===== config.mk =====
export PLATFORM = sky130hd
export DESIGN_NAME = fifo_ctrl_lvl
export DESIGN_NICKNAME = d
export VERILOG_FILES = /design/src/rtl/fifo_pkg.sv /design/src/rtl/fifo_ptr.sv /design/src/rtl/fifo_ctrl_lvl.sv
export SDC_FILE = /design/constraint.sdc
export NUM_CORES = 1
export LEC_CHECK = 0
export ABC_AREA = 1
export CAP_MARGIN = 10
export CORE_MARGIN = 4
export CORE_UTILIZATION = 49
export CTS_CLUSTER_DIAMETER = 100
export DETAILED_ROUTE_END_ITERATION = 16
export PLACE_DENSITY = 0.86
export SLEW_MARGIN = 20
export SYNTH_ARGS = -nofsm -noshare
export SYNTH_HDL_FRONTEND = slang
export SYNTH_SLANG_ARGS = --single-unit

===== constraint.sdc =====
create_clock -name clk -period 4.49 [get_ports clk]
set_input_delay 1.347 -clock clk [delete_from_list [all_inputs] [get_ports clk]]
set_output_delay 1.347 -clock clk [all_outputs]
set_load 0.005 [all_outputs]

===== src/rtl/fifo_pkg.sv =====
// Shared types and helpers for the level-tracking FIFO controller.
package fifo_pkg;

  typedef struct packed {
    logic empty;
    logic full;
    logic almost_empty;
    logic almost_full;
  } fifo_status_t;

  // Level must hold 0..DEPTH, and DEPTH can equal 2**ADDR_WIDTH.
  function automatic int unsigned lvl_width(input int unsigned addr_width);
    return addr_width + 1;
  endfunction

endpackage


===== src/rtl/fifo_ptr.sv =====
// Pointer register that wraps DEPTH-1 -> 0 when incremented; DEPTH need not be a power of two.
module fifo_ptr #(
  parameter int unsigned ADDR_WIDTH = 4,
  parameter int unsigned DEPTH      = 2 ** ADDR_WIDTH
) (
  input  logic                  clk,
  input  logic                  rst,
  input  logic                  inc_i,
  output logic [ADDR_WIDTH-1:0] ptr_o
);

  localparam logic [ADDR_WIDTH-1:0] PtrLast = ADDR_WIDTH'(DEPTH - 1);

  logic [ADDR_WIDTH-1:0] ptr_q, ptr_d;

  always_comb begin
    ptr_d = ptr_q;
    if (inc_i) begin
      ptr_d = (ptr_q == PtrLast) ? '0 : ptr_q + 1'b1;
    end
  end

  always_ff @(posedge clk or posedge rst) begin
    if (rst) begin
      ptr_q <= '0;
    end else begin
      ptr_q <= ptr_d;
    end
  end

  assign ptr_o = ptr_q;

endmodule


===== src/rtl/fifo_ctrl_lvl.sv =====
// FIFO controller tracking occupancy with a level counter and threshold flags.
// Define FIFO_CTRL_ERR_EN to build the sticky overflow/underflow flags.
module fifo_ctrl_lvl
  import fifo_pkg::*;
#(
  parameter int unsigned ADDR_WIDTH = 4,
  parameter int unsigned DEPTH      = 2 ** ADDR_WIDTH,
  parameter int unsigned AE_THRESH  = 2,
  parameter int unsigned AF_THRESH  = DEPTH - 2
) (
  input  logic                                clk,
  input  logic                                rst,
  input  logic                                wr,
  input  logic                                rd,
  input  logic                                clr_err,
  output logic                                wr_en,
  output logic                                rd_en,
  output logic [ADDR_WIDTH-1:0]               w_addr,
  output logic [ADDR_WIDTH-1:0]               r_addr,
  output logic                                empty,
  output logic                                full,
  output logic                                almost_empty,
  output logic                                almost_full,
  output logic [lvl_width(ADDR_WIDTH)-1:0]    level,
  output logic                                overflow,
  output logic                                underflow
);

  localparam int unsigned LvlW = lvl_width(ADDR_WIDTH);
  localparam logic [LvlW-1:0] LvlFull = LvlW'(DEPTH);
  localparam logic [LvlW-1:0] LvlAe   = LvlW'(AE_THRESH);
  localparam logic [LvlW-1:0] LvlAf   = LvlW'(AF_THRESH);

  logic [LvlW-1:0] level_q, level_d;
  fifo_status_t    status;

  // Flags derive only from registered level, never from rd/wr.
  always_comb begin
    status.empty        = (level_q == '0);
    status.full         = (level_q == LvlFull);
    status.almost_empty = (level_q <= LvlAe);
    status.almost_full  = (level_q >= LvlAf);
  end

  // A read frees a slot, so a write into a full FIFO succeeds alongside it.
  assign wr_en = wr & (~status.full | rd);
  assign rd_en = rd & ~status.empty;

  always_comb begin
    level_d = level_q;
    case ({wr_en, rd_en})
      2'b10:   level_d = level_q + 1'b1;
      2'b01:   level_d = level_q - 1'b1;
      default: level_d = level_q;
    endcase
  end

  always_ff @(posedge clk or posedge rst) begin
    if (rst) begin
      level_q <= '0;
    end else begin
      level_q <= level_d;
    end
  end

  fifo_ptr #(
    .ADDR_WIDTH(ADDR_WIDTH),
    .DEPTH     (DEPTH)
  ) u_wr_ptr (
    .clk  (clk),
    .rst  (rst),
    .inc_i(wr_en),
    .ptr_o(w_addr)
  );

  fifo_ptr #(
    .ADDR_WIDTH(ADDR_WIDTH),
    .DEPTH     (DEPTH)
  ) u_rd_ptr (
    .clk  (clk),
    .rst  (rst),
    .inc_i(rd_en),
    .ptr_o(r_addr)
  );

  assign empty        = status.empty;
  assign full         = status.full;
  assign almost_empty = status.almost_empty;
  assign almost_full  = status.almost_full;
  assign level        = level_q;

`ifdef FIFO_CTRL_ERR_EN
  logic ovf_q, ovf_d, udf_q, udf_d;

  // A new error in the same cycle as clr_err takes priority over the clear.
  always_comb begin
    ovf_d = clr_err ? 1'b0 : ovf_q;
    udf_d = clr_err ? 1'b0 : udf_q;
    if (wr & status.full & ~rd) ovf_d = 1'b1;
    if (rd & status.empty)      udf_d = 1'b1;
  end

  always_ff @(posedge clk or posedge rst) begin
    if (rst) begin
      ovf_q <= 1'b0;
      udf_q <= 1'b0;
    end else begin
      ovf_q <= ovf_d;
      udf_q <= udf_d;
    end
  end

  assign overflow  = ovf_q;
  assign underflow = udf_q;
`else
  logic unused_clr_err;
  assign unused_clr_err = clr_err;
  assign overflow       = 1'b0;
  assign underflow      = 1'b0;
`endif

endmodule

# Yosys cells after proc, flatten, opt, wreduce, memory -nomap -nowiden
# Cells that the tools add are included.
[word_totals]
word_cells = 24
out_inout_bits = 21
input_bits = 5
ff_bits = 13
[classes]
addsub = 4
n_bitwise = 5
eq_ne = 5
muxes = 3
magnitude_cmp = 2
reduce_logical = 2
[ops]
columns = ["op", "count"]
rows = [
  ["one-hot mux 5 bit (2 select lines)", 1],
  ["adder 4 x 1 -> 4 bit (second input constant)", 2],
  ["== test 4 bit (second input constant)", 2],
  ["2-to-1 mux 4 bit", 2],
  ["adder 5 x 1 -> 5 bit (second input constant)", 1],
  ["== test 5 bit (second input constant)", 1],
  ["greater-or-equal comparator 5 x 4 -> 1 bit (second input constant)", 1],
  ["less-or-equal comparator 5 x 2 -> 1 bit (second input constant)", 1],
  ["logical NOT 5 bit", 1],
  ["subtractor 5 x 1 -> 5 bit (second input constant)", 1],
  ["AND 1 bit", 2],
  ["== test 2 x 1 -> 1 bit (second input constant)", 1],
  ["== test 2 bit (second input constant)", 1],
  ["NOT 1 bit", 2],
  ["nonzero test 2 bit", 1],
  ["bitwise OR 1 bit", 1],
]

# Depth between registers and ports, before layout
[depth]
word_depth = 6
mapped_depth = 12
depth_no_buf = 12

# Modules after synthesis
# From an unflattened synthesis, not the netlist that was laid out.
[unflattened]
cells_unflattened = 115
hier_area_um2 = 870.8
[modules_own_cells]
columns = ["mod", "instances", "cells_each", "seq_area_each_um2", "area_each_um2"]
rows = [
  ["fifo_ctrl_lvl", 1, 67, 125.1, 473.0],
  ["fifo_ptr", 2, 24, 100.1, 198.9],
]

# Worst setup path before layout
# Ideal clock, no wire load.
[synth_timing]
path_type = "input port to output port"
from = "input port rd"
to = "output port wr_en"
slack_ps = 1440
path_stages = 4
n_path_buf = 0
arrival_time_ps = 1703
cell_sequence = "inv_1 -> nand4_4 -> nand2_4 -> inv_1"
[synth_via]
elab_chain_cells = 2
[synth_rtl]
columns = ["item", "line_no", "text"]
rows = [
  ["start, declared", "fifo_ctrl_lvl.sv:14", "input logic rd,"],
  ["bitwise OR 1 bit", "fifo_ctrl_lvl.sv:46", "assign wr_en = wr & (~status.full | rd);"],
  ["AND 1 bit", "fifo_ctrl_lvl.sv:46", ""],
  ["end, declared", "fifo_ctrl_lvl.sv:16", "output logic wr_en,"],
]
# No other way between the ends.

# Final worst setup path
# Ends and elaborated chain as after synthesis.

==> results.toml <==
[layout]
antenna_cells = 0
final_common_cell = "nand2_1"
fin_util_pct = 66.7
layout-drive-gt1-share_pct = 9.35
fin_nets = 152
area_growth_pct = 30.1
layout_common_cells = "nand2_1, clkdlybuf4s50_1, nand3_1, dfrtp_1, inv_1"

[setup_path]
cp.required_ps = 3140
startpoint_type = "input pin"
critPathKind = "in -> out"
critPathCaptureType = "output port"
worstPathMaxFanout = 6
cp.arrival_ps = 2710

[power_and_ir_drop]
power_uw = 768
ir_drop_v = 0.000395
p_leak_nw = 0.578
power.density_nw_per_um2 = 667

[timing]
hold_viol = 0
setup_viol = 0
period_share_pct = 90.3
rsz0062_at_grt = "false"
timing.fmax_ghz = 0.247
slew_violations = 0
whs_ps = 543
fin_tns_setup_ps = 0
setup_slack_ps = 435
finalCriticalPeriod_ps = 4060
finalClockSkew_ps = 9.58

[detailed_routing]
wl_per_cell_microns = 11.2
first_iter_violations = 18
num_vias = 809
drtAntennaViolNets = 0
drc_errors = 0
dr.pass1.iters = 4
avgViaCountPerCell = 4.93
totalWireLength_mm = 1.83

[placed_design]
dpl.hpwl_mm = 1.51
numPortBuffers = 22
gp_congestion = 0.848
pre_cts_slack_ps = 426

[floorplan]
rows = 15
die_area_sq_um = 2550
die_y_microns = 50.5
initial_core_util_pct = 51.2
die_x_microns = 50.5
fp.coreArea_sq_um = 1730
num_io_pins = 26

[synth]
syn_avg_cell_area_sq_um = 7.76
synth-seq-cells = 13
synth_cell_types = 24
syn_area_sq_um = 885
synth_cells = 114
yosys_warnings = 0
yosysSeqAreaShare_pct = 36.8

[run_status]
run_status = "finished, final reports clean"

[clock_tree]
htree_levels = 1
cts_tree = "yes"
clock_tree.root_cell = "clkbuf_4"
cts_resized = 0
post-cts-setup-buffer-count = 0
clkTransAtPathRegs_ps = 80
cts_buffer_depth = 2
cts_buffers = 3
clock_latency_ps = 270
hold_buffers = 0
clock_sinks = 13

[hold_path]
hp-class = "reg -> reg"

[grt]
first_global_vias = 777
antenna_found_initial = 0
gr-total-overflow = 0
grt_first_pass_wirelength_mm = 3.27
grt_max_degree = 14
grtUsageTotal_pct = 17.1

[job]
maxCapViolations = 0
==> final timing paths <==
check / end / startpoint / cells after the start / slack, ps
max: wr_en / rd / 6 / 430
min: u_wr_ptr.ptr_o[3] / u_wr_ptr.ptr_o[3] / 2 / 540
max reg2reg: level[4] / level[0] / 11 / 2250
min reg2reg: u_wr_ptr.ptr_o[3] / u_wr_ptr.ptr_o[3] / 2 / 540
max in group asynchronous: u_rd_ptr.ptr_o[3] / rst / 2 / 2770
min in group asynchronous: u_wr_ptr.ptr_o[1] / rst / 2 / 1380
==> flip-flops by register name, summed over array words and instances, names as in the netlist <==
register,flops
u_rd_ptr.ptr_o,4
u_wr_ptr.ptr_o,4
level,5
==> cells in the mapped netlist, drive strengths merged <==
cell type | n | area, sq um
nand3 | 14 | 75.1
o21bai | 1 | 7.51
nand4 | 3 | 33.8
a21oi | 1 | 5.00
inv | 13 | 48.8
xnor2 | 2 | 17.5
dfrtp | 13 | 325
nand3b | 1 | 7.51
fa | 1 | 20.0
ha | 6 | 75.1
nor2 | 6 | 37.5
o21ai | 4 | 20.0
nand2 | 43 | 171
or2 | 2 | 12.5
buf | 2 | 15.0
conb | 1 | 3.75
xor2 | 1 | 8.76
==> layer usage <==
layer	vias up	GRT usage, %	wire, microns
met3	6	6.82	81
met2	19	29.8	959
met5	-	0	0
met4	0	4.93	36
met1	375	19.1	753
li1	409	-	-
==> power by group <==
group | internal [mW] | total (mW) | switching, mW
Sequential | 0.172 | 0.267 | 0.0949
Combinational | 0.238 | 0.433 | 0.195
Clock | 0.0344 | 0.0682 | 0.0338
Total | 0.444 | 0.768 | 0.324
==> cell type report <==
type | instances | area [sq um]
Multi-Input combinational cell | 87 | 499
Inverter | 13 | 48.8
Tap cell | 25 | 31.3
Sequential cell | 13 | 325
Timing Repair Buffer | 22 | 220
Fill cell | 156 | 576
Clock buffer | 4 | 26.3
==> worst max-delay path: stages <==
cell and delay, ps:
clkdlybuf4s50_1 510, inv_1 80, nand4_4 130, nand2_4 90
inv_1 60, clkdlybuf4s50_1 490
==> logic make-up (layout without fill, tap and decap cells) <==
group / after synthesis / in the layout / synth area share, %
and+or+nand+nor: 69 / 69 / 38.2
buffers and inverters: 15 / 39 / 7.21
DFF: 13 / 13 / 36.8
adders and majority gates: 7 / 7 / 10.7
AOI/OAI and AO/OA: 6 / 6 / 3.68
xor gates and xnor gates: 3 / 3 / 2.97
other: 1 / 2 / 0.424
==> stage by stage <==
step,cell area [sq um],instances
2_1_floorplan,888,115
3_3_place_gp,1120,160
3_5_place_dp,1120,160
4_1_cts,1150,164
5_1_grt,1150,164
6_report,1150,164
Note: power is estimated with default switching activity, not from simulation.
